**src/rtl/mem_port_arbiter.sv**
```systemverilog
// rtl/mem_port_arbiter.sv - shares one single-ported memory between a data port (D) and a fetch port (I)
// D has fixed priority; I is forced through after STARVE_LIMIT consecutive losses.
module mem_port_arbiter #(
  parameter int ADDR_W       = 32,
  parameter int DATA_W       = 32,
  parameter int MEM_LAT      = 1,
  parameter int STARVE_LIMIT = 3
) (
  input  logic              clk,
  input  logic              rst,
  input  logic              d_req,
  input  logic              d_we,
  input  logic [ADDR_W-1:0] d_addr,
  input  logic [DATA_W-1:0] d_wdata,
  output logic              d_gnt,
  output logic              d_rvalid,
  input  logic              i_req,
  input  logic [ADDR_W-1:0] i_addr,
  output logic              i_gnt,
  output logic              i_rvalid,
  output logic [DATA_W-1:0] rdata,
  output logic              sel,
  output logic              mem_en,
  output logic              mem_we,
  output logic [ADDR_W-1:0] mem_addr,
  output logic [DATA_W-1:0] mem_wdata,
  input  logic [DATA_W-1:0] mem_rdata
);

  typedef enum logic [1:0] {IDLE, ISSUE, WAIT, DONE} state_t;

  state_t     state;
  logic [3:0] starve_cnt;
  logic [3:0] lat_cnt;
  logic       i_wins;

  assign i_wins = i_req && (!d_req || (starve_cnt == 4'(STARVE_LIMIT)));

  // The registered mem_* fields double as the latched request of the current owner.
  always_ff @(posedge clk) begin
    if (!rst) begin
      state      <= IDLE;
      sel        <= 1'b0;
      starve_cnt <= 4'd0;
      lat_cnt    <= 4'd0;
      d_gnt      <= 1'b0;
      i_gnt      <= 1'b0;
      d_rvalid   <= 1'b0;
      i_rvalid   <= 1'b0;
      rdata      <= '0;
      mem_en     <= 1'b0;
      mem_we     <= 1'b0;
      mem_addr   <= '0;
      mem_wdata  <= '0;
    end else begin
      d_gnt     <= 1'b0;
      i_gnt     <= 1'b0;
      d_rvalid  <= 1'b0;
      i_rvalid  <= 1'b0;
      mem_en    <= 1'b0;
      mem_we    <= 1'b0;
      mem_addr  <= '0;
      mem_wdata <= '0;
      case (state)
        IDLE: begin
          if (d_req || i_req) begin
            state  <= ISSUE;
            sel    <= i_wins;
            mem_en <= 1'b1;
            d_gnt  <= !i_wins;
            i_gnt  <= i_wins;
            if (i_wins) begin
              mem_addr   <= i_addr;
              starve_cnt <= 4'd0;
            end else begin
              mem_we    <= d_we;
              mem_addr  <= d_addr;
              mem_wdata <= d_wdata;
              if (i_req && (starve_cnt != 4'(STARVE_LIMIT)))
                starve_cnt <= starve_cnt + 4'd1;
            end
          end
        end
        ISSUE: begin
          if (mem_we) begin
            state <= IDLE;
          end else begin
            state   <= WAIT;
            lat_cnt <= 4'(MEM_LAT);
          end
        end
        WAIT: begin
          if (lat_cnt == 4'd1) begin
            rdata    <= mem_rdata;
            state    <= DONE;
            d_rvalid <= !sel;
            i_rvalid <= sel;
          end else begin
            lat_cnt <= lat_cnt - 4'd1;
          end
        end
        DONE: state <= IDLE;
        default: state <= IDLE;
      endcase
    end
  end

endmodule
```
**config.mk**
```make
export PLATFORM = sky130hd
export DESIGN_NAME = mem_port_arbiter
export DESIGN_NICKNAME = d
export VERILOG_FILES = /design/src/rtl/mem_port_arbiter.sv
export SDC_FILE = /design/constraint.sdc
export NUM_CORES = 1
export LEC_CHECK = 0
export BUFFER_PORTS_ARGS = -buffer_cell sky130_fd_sc_hd__buf_2
export CORE_AREA = 2 2 99 101
export DETAILED_ROUTE_END_ITERATION = 10
export DIE_AREA = 0 0 101 103
export PLACE_DENSITY = 0.81
export RECOVER_POWER = 50
export SLEW_MARGIN = 5
export SYNTH_ARGS = -nofsm -noshare
export SYNTH_HDL_FRONTEND = slang
export SYNTH_SLANG_ARGS = --single-unit
```
**constraint.sdc**
```tcl
create_clock -name clk -period 2.2 [get_ports clk]
set_input_delay 0.44 -clock clk [delete_from_list [all_inputs] [get_ports clk]]
set_output_delay 0.44 -clock clk [all_outputs]
set_load 0.03 [all_outputs]
```
=== Word-level counts from Yosys, hierarchy flattened ===
Cells that the tools add are included.

* Add/sub/neg operators: 2
* Equality and inequality tests: 10
* Muxes and demuxes: 11
* Bitwise gates (word level): 3
* Reductions and logical operators: 19

{| class="wikitable"
|+ Operators with widths
! kind !! number
|-
| 2-to-1 mux 32 bit || 1
|-
| 2-to-1 mux 4 bit || 4
|-
| AND reduction 3 bit || 4
|-
| inequality test 2 bit, second input constant || 4
|-
| case mux 2 bit (4 select lines) || 1
|-
| case mux 4 bit (2 select lines) || 1
|-
| AND reduction 2 bit || 4
|-
| 2-to-1 mux 2 bit || 3
|-
| adder 4 x 1 -> 4 bit, second input constant || 1
|-
| == test 2 bit, second input constant || 2
|-
| == test 4 x 1 -> 1 bit, second input constant || 1
|-
| == test 4 x 2 -> 1 bit, second input constant || 1
|-
| inequality test 4 x 2 -> 1 bit, second input constant || 1
|-
| nonzero test 2 bit || 2
|-
| OR reduction 4 bit || 1
|-
| subtractor 4 x 1 -> 4 bit, second input constant || 1
|-
| logical NOT 1 bit || 3
|-
| inverter 1 bit || 3
|-
| == test 2 x 1 -> 1 bit, second input constant || 1
|-
| logical AND 1 bit || 2
|-
| logical NOT 2 bit || 1
|-
| logical OR 1 bit || 2
|-
| 2-to-1 mux 1 bit || 1
|}

* Flip-flop bits (word level): 113
* Output and inout bits: 103
* Word-level logic and storage cells: 58

=== Logic depth before layout (Yosys ltp) ===
Gate-level depths: netlist (run 1).

* Depth in word-level cells: 5
* Gate-level depth with buffers: 7

=== Worst setup path after synthesis (run 1) ===
No wires, ideal clock.

* Kind: reg2reg
* Start: reg starve_cnt[0]
* End: reg mem_addr[19]
* Setup time: 0.116 ns
* Data arrival time: 1.694 ns
* Required time: 2.084 ns
* Slack: 0.390 ns
* Cell stages (with the launch flop): 7
* Buffers on the path: 2
* Period minus slack after synthesis: 1.810 ns
* Cell sequence: dfxtp_1 ha_1 or3b_4 o2111a_1 buf_6 buf_6 a22o_4

* Cells in the longest elaborated chain, start to end: 4

{| class="wikitable"
|+ RTL lines
! element !! RTL line !! source
|-
| from (decl) || 33 || <nowiki>logic [3:0] starve_cnt;</nowiki>
|-
| from (signal assigned) || 80 || <nowiki>starve_cnt <= starve_cnt + 4'd1;</nowiki>
|-
| == test 4 x 2 -> 1 bit || 37 || <nowiki>assign i_wins = i_req && (!d_req || (starve_cnt == 4'(STARVE_LIMIT)));</nowiki>
|-
| logical OR 1 bit || 37 ||
|-
| logical AND 1 bit || 37 ||
|-
| 2-to-1 mux 32 bit || 72 || <nowiki>if (i_wins) begin</nowiki>
|-
| to (signal assigned) || 73 || <nowiki>mem_addr <= i_addr;</nowiki>
|-
| to (signal assigned) || 77 || <nowiki>mem_addr <= d_addr;</nowiki>
|-
| to (decl) || 25 || <nowiki>output logic [ADDR_W-1:0] mem_addr,</nowiki>
|}

Every way passes these cells.
A chain may end at the register's enable or synchronous reset.

=== Worst setup path after layout (run 1) ===
Ends and elaborated chain as after synthesis.

==> results of run 1 <==
[synth_stat cells, types with 3 or more instances]
cell      number
a21oi_1       36
a22o_1        30
and2_1        33
buf_6          6
clkbuf_1      24
dfxtp_1      113
ha_1           3
inv_1          4
nand3_1       36
nor2_1         6
nor2b_1        3
o21ai_0       35
[logic make-up after synthesis]
kind of cell	share of synthesized area, %
AND/OR/NAND/NOR	14.9
flip-flops	59.6
adder cells (fa/ha/maj)	0.989
AO/OA/AOI/OAI	19.7
buffers and inverters	4.78
[layout make-up]
cell class / count / area (um^2)
well taps: 114 / 143
clock inverters: 15 / 128
clock buffers: 17 / 414
inverters: 5 / 18.8
repair buffers: 243 / 1130
fillers: 858 / 4000
flip-flops and latches: 113 / 2260
multi-input cells: 213 / 1360
[sequential cells by signal, summed over array words and instances (netlist names), named ones only]
| register | count |
|---|---|
| i_rvalid | 1 |
| sel | 1 |
| mem_wdata | 32 |
| state | 1 |
| rdata | 32 |
| d_gnt | 1 |
| lat_cnt | 4 |
| d_rvalid | 1 |
| starve_cnt | 4 |
| mem_en | 1 |
| i_gnt | 1 |
| mem_addr | 32 |
| mem_we | 1 |
[power breakdown]
| part | internal [mW] | switching, mW | total, mW | leakage (nW) |
|---|---|---|---|---|
| sequential | 2.16 | 0.0523 | 2.21 | 0.920 |
| clock | 1.42 | 1.02 | 2.44 | 0.256 |
| combinational | 0.245 | 0.489 | 0.734 | 1.11 |
| total | 3.82 | 1.56 | 5.38 | 2.29 |
[per-layer routing]
layer / vias up / global-route usage, %
met3: 16 / 8.00
met1: 1695 / 21.5
li1: 1752 / -
met4: 0 / 7.07
met2: 167 / 30.7
met5: - / 0
[worst max-delay path: stages, from the launching register on]
cell and delay, ns:
dfxtp_1 0.38, ha_1 0.21, or3b_1 0.46, o2111a_2 0.31
buf_12 0.18, a22o_4 0.28
[layout by cell type (no fill, tap or decap), drive strengths merged, types with 4 or more instances in the layout]
| master | Yosys | routed |
|---|---|---|
| o21ai | 35 | 35 |
| inv | 4 | 11 |
| a21oi | 36 | 36 |
| and2 | 33 | 33 |
| clkinv | 1 | 5 |
| nand3 | 36 | 36 |
| clkbuf | 24 | 117 |
| buf | 7 | 143 |
| clkinvlp | 0 | 4 |
| a22o | 32 | 32 |
| nor2 | 6 | 6 |
| dfxtp | 113 | 113 |
[through the flow]
step | utilization [%] | instances | setup WS [ns] | instance area (um^2)
final | 57.7 | 720 | 0.243 | 5460
after global routing | 57.7 | 720 | 0.165 | 5460
after CTS | 59.1 | 720 | 0.315 | 5590
after detailed placement | 53.4 | 688 | 0.336 | 5050
after global placement | 53.4 | 688 | 0.393 | 5050
after floorplan | - | 362 | 0.390 | 3800
[final timing paths]
kind / startpoint / slack (ns) / endpoint / depth (start not counted)
worst max-delay path: starve_cnt[0] / 0.24 / mem_addr[19] / 5
worst min register to register: rdata[14] / 0.48 / rdata[14] / 2
worst min-delay path: d_wdata[12] / 0.14 / mem_wdata[12] / 2
worst max register to register: starve_cnt[0] / 0.24 / mem_addr[19] / 5
==> run_results.csv, run 1 <==
group,metric,value,unit
sta,min_period,1.96,ns
sta,fin_worst_skew,0.00980,ns
pwr,power.leakage,2.29,nW
synth,yosysSeqAreaShare,59.6,%
grt,antenna_found_initial,0,
worst_setup_path,endpoint_kind,"register",
cts,cts_buffers,17,
sta,finalSetupTns,0,ns
placed_design,place_congestion,0.752,
pwr,ir_drop,554,uV
status,status,"complete, no violations",
routing,firstDrtPassIters,4,
routing,wl_met3,756,um
sta,grt_setup_unrepaired,"false",
finish,drive_above_1_share,30.0,%
synth,synth_edf_count,0,
routing,m1WireLength,4360,um
sta,finalHoldViolCount,0,
sta,setup_violations,0,
grt,grt_max_degree,67,
worst_setup_path,worstSetupPathType,"reg -> reg",
floorplan,io_pins,236,
routing,vias_per_cell,5.04,
floorplan,die_w,101,um
synth,ys_dominant_reg_cell,"dfxtp_1",
synth,syn_inst,362,
placed_design,hpwl,7500,um
finish,antenna_cells,0,
pwr,pwr_density_cell,986,nW/um^2
cts,cts_hold_buf,0,
routing,wire_per_inst,14.6,um
sta,whs,0.137,ns
floorplan,coreArea,9460,um^2
routing,top_layer_used,"met4",
synth,synthTopCellsByArea,"dfxtp_1, a22o_1, and2_1",
floorplan,start_util,40.1,%
synth,yosys.area.top_type,"dfxtp_1",
worst_setup_path,required,2.59,ns
routing,detail_route.iter0.violations,117,
routing,wl_met2,5260,um
cts,cts_tree,"yes",
floorplan,rows,36,
sta,slew_headroom,51.9,%
finish,area.growth.synth_to_final,43.8,%
grt,grt_pass1_wl,15100,um
synth,yosysWarningCount,0,
synth,netlist_area,3800,um^2
placed_design,portBuffers,235,
grt,grt_usage,18.6,%
synth,synth_nets,498,
grt,grt_overflow,0,
pwr,power,5.38,mW
worst_setup_path,critical_path_peak_fanout,66,
routing,drt-total-wl,10500,um
cts,clock_path_buffers,2,
synth,yosysUniqueCellTypes,34,
sta,fmax,0.511,GHz
routing,ant_nets,0,
cts,post-cts-setup-buffer-count,0,
routing,dr_total_vias,3630,
synth,synth_seq_cells,113,
synth,yosys.area.top_type_share,59.6,%
cts,cts_sinks,113,
routing,drc,0,
cts,clk_pin_slew,0.06,ns
sta,slew_viol_final,0,
floorplan,die_y,103,um
grt,grt_pass1_vias,3409,
finish,nets,729,
worst_setup_path,setup.worst_path.start_class,"register",
flow_run,cap_violations,0,
cts,cts_resized,0,
synth,avgSynthCellArea,10.5,um^2
sta,max_slew.worst_pin.slew,0.722,ns
worst_setup_path,crit_arrival,2.35,ns
sta,finalCritPeriodShare,89.0,%
synth,ys_async_sr_fraction,0,%
cts,clock_latency,0.50,ns
hold_path,min_path_type,"in -> reg",
cts,cts-htree-levels,4,
floorplan,fp.dieArea,10400,um^2
cts,cts-root-buf,"clkbuf_8",
Power figures use the tool's default switching activity.
==> inputs of run 2 (changes only) <==
--- a/config.mk
+++ b/config.mk
@@ -9,8 +9,10 @@
 export CORE_AREA = 2 2 99 101
 export DETAILED_ROUTE_END_ITERATION = 10
 export DIE_AREA = 0 0 101 103
+export MAX_ROUTING_LAYER = met4
 export PLACE_DENSITY = 0.81
 export RECOVER_POWER = 50
+export REMOVE_ABC_BUFFERS = 1
 export SLEW_MARGIN = 5
 export SYNTH_ARGS = -nofsm -noshare
 export SYNTH_HDL_FRONTEND = slang
==> run 2 against run 1 <==
  * Sequential power is essentially flat
  * Die area unchanged
  * Sequential share of layout area fell by 0.44 points
  * Largest cell class unchanged
==> run_results.csv, run 2 (same netlist as run 1, synthesis figures left out) <==
group,metric,value,unit
floorplan,die_y,103,um
worst_setup_path,worstSetupPathType,"reg -> reg",
worst_setup_path,rrSetupSlack,0.15,ns
floorplan,io_pins,236,
worst_setup_path,ff2ff_path_depth,5,
grt,grt_overflow,0,
pwr,ir_drop,772,uV
worst_setup_path,path_cells,"ha_1 > or3b_1 > o2111a_2 > buf_12 > a22o_1",
finish,final_util,58.3,%
finish,fin_area,5520,um^2
cts,cts_buffers,17,
pwr,pwr_density_cell,1010,nW/um^2
worst_setup_path,crit_arrival,2.45,ns
sta,slew_headroom,51.9,%
pwr,combPwrFrac,13.4,%
grt,grt_pass1_vias,3540,
sta,fin_worst_skew,0.00671,ns
placed_design,placed_area,5060,um^2
status,status,"complete, no violations",
cts,cts_tree,"yes",
routing,ant_nets,0,
sta,slew_viol_final,0,
pwr,p_sw,1.53,mW
finish,area.growth.synth_to_final,45.3,%
floorplan,coreArea,9460,um^2
routing,dr_total_vias,3634,
routing,firstDrtPassIters,4,
finish,layout_common_cells,"buf_2, dfxtp_1, clkbuf_1",
worst_setup_path,r2r_start,"starve_cnt[0]",
cts,cts-htree-levels,4,
placed_design,hpwl,8400,um
worst_setup_path,slowest_delay,0.46,ns
placed_design,place_congestion,0.793,
worst_setup_path,startpoint,"starve_cnt[0]",
worst_setup_path,setup.worst_path.start_class,"register",
grt,grt_pass1_wl,16700,um
worst_setup_path,r2r-end,"mem_addr[10]",
pwr,power.leakage,2.32,nW
routing,drc,0,
floorplan,rows,36,
routing,vias_per_cell,5.03,
hold_path,min_path_type,"in -> reg",
pwr,p_seq_share,39.4,%
pwr,power.internal,4.06,mW
finish,final_common_cell,"buf_2",
cts,cts_hold_buf,0,
pwr,switching_share,27.4,%
sta,finalHoldViolCount,0,
flow_run,cap_violations,0,
routing,drt-total-wl,11400,um
cts,cts_resized,0,
finish,nets,731,
sta,fmax,0.488,GHz
finish,fillers,879,
worst_setup_path,critical_path_peak_fanout,46,
routing,wire_per_inst,15.7,um
pwr,clkPwrFrac,47.1,%
sta,grt_setup_unrepaired,"false",
sta,min_period,2.05,ns
finish,drive_above_1_share,30.3,%
finish,antenna_cells,0,
sta,max_slew.worst_pin.slew,0.722,ns
worst_setup_path,required,2.60,ns
cts,clock_path_buffers,2,
sta,setup_violations,0,
cts,cts-root-buf,"clkbuf_8",
floorplan,die_w,101,um
floorplan,start_util,40.1,%
sta,finalCritPeriodShare,93.1,%
worst_setup_path,crit_end,"mem_addr[10]",
worst_setup_path,crit_slowest_cell,"or3b_1",
finish,reg_top3,"mem_addr x32, mem_wdata x32, rdata x32",
grt,antenna_found_initial,0,
cts,post-cts-setup-buffer-count,0,
cts,clk_pin_slew,0.06,ns
cts,cts_sinks,113,
routing,detail_route.iter0.violations,143,
worst_setup_path,endpoint_kind,"register",
floorplan,fp.dieArea,10400,um^2
placed_design,portBuffers,235,
grt,grt_usage,22.0,%
cts,clock_latency,0.52,ns
grt,grt_max_degree,47,
run 2: changes by cell type in the layout (fill, tap and decap cells not counted), sizes merged:
| cell | change |
|---|---|
| clkbuf | +2 |
| inv | -3 |
| clkinv | +3 |
| bufinv | +2 |
| buf | +1 |
| clkinvlp | -3 |
run 2: power by group through the flow:
stage | logic (mW) | registers, mW | clock network, mW
after CTS | 0.785 | 2.21 | 2.69
after floorplan | 0.240 | 2.43 | 0
after global placement | 0.759 | 2.24 | 0
final | 0.752 | 2.21 | 2.64
after global routing | 0.810 | 2.22 | 2.78
after detailed placement | 0.781 | 2.25 | 0
run 2: critical path: cells and delay by family (launching register included):
kind	cells	cell delay, ns
and+or+nand+nor	1	0.46
buffers and inverters	1	0.22
adders and majority gates	1	0.20
DFF	1	0.38
AOI/OAI and AO/OA	2	0.66
run 2: metrics by stage:
step	setup TNS [ns]	instances	power (mW)	setup WS, ns	hold WS, ns
global route	0	722	5.81	0.0725	0.101
global placement	0	690	3.00	0.322	0.456
CTS	0	722	5.68	0.222	0.0956
finish	0	722	5.60	0.152	0.120
floorplan	-4.16	331	2.67	-0.128	0.454
detailed placement	0	690	3.03	0.227	0.470
run 2: worst min-delay path by stage:
stage,from,slack (ns),cells after the start,end
floorplan,starve_cnt[1],0.45,2,starve_cnt[1]
global placement,rdata[3],0.46,2,rdata[3]
detailed placement,rdata[17],0.47,2,rdata[17]
CTS,d_wdata[7],0.1,2,mem_wdata[7]
global route,d_wdata[11],0.10,2,mem_wdata[11]
finish,d_wdata[7],0.12,2,mem_wdata[7]
run 2: layout make-up:
type,count,area [um^2],share of cell area [%]
clock buffer,18,428,7.76
clock inverter,14,156,2.84
inverter,5,18.8,0.340
multi-input combinational,213,1360,24.7
sequential,113,2260,41.0
tap,114,143,2.59
timing repair buffer,245,1150,20.8
run 2: layer usage:
metal	global-route usage, %	up-vias	part of all wire, %
met1	22.0	1682	37
met2	38.7	172	53
met5	-	-	0
met4	9.15	0	1.8
li1	-	1758	-
met3	8.20	22	7.6
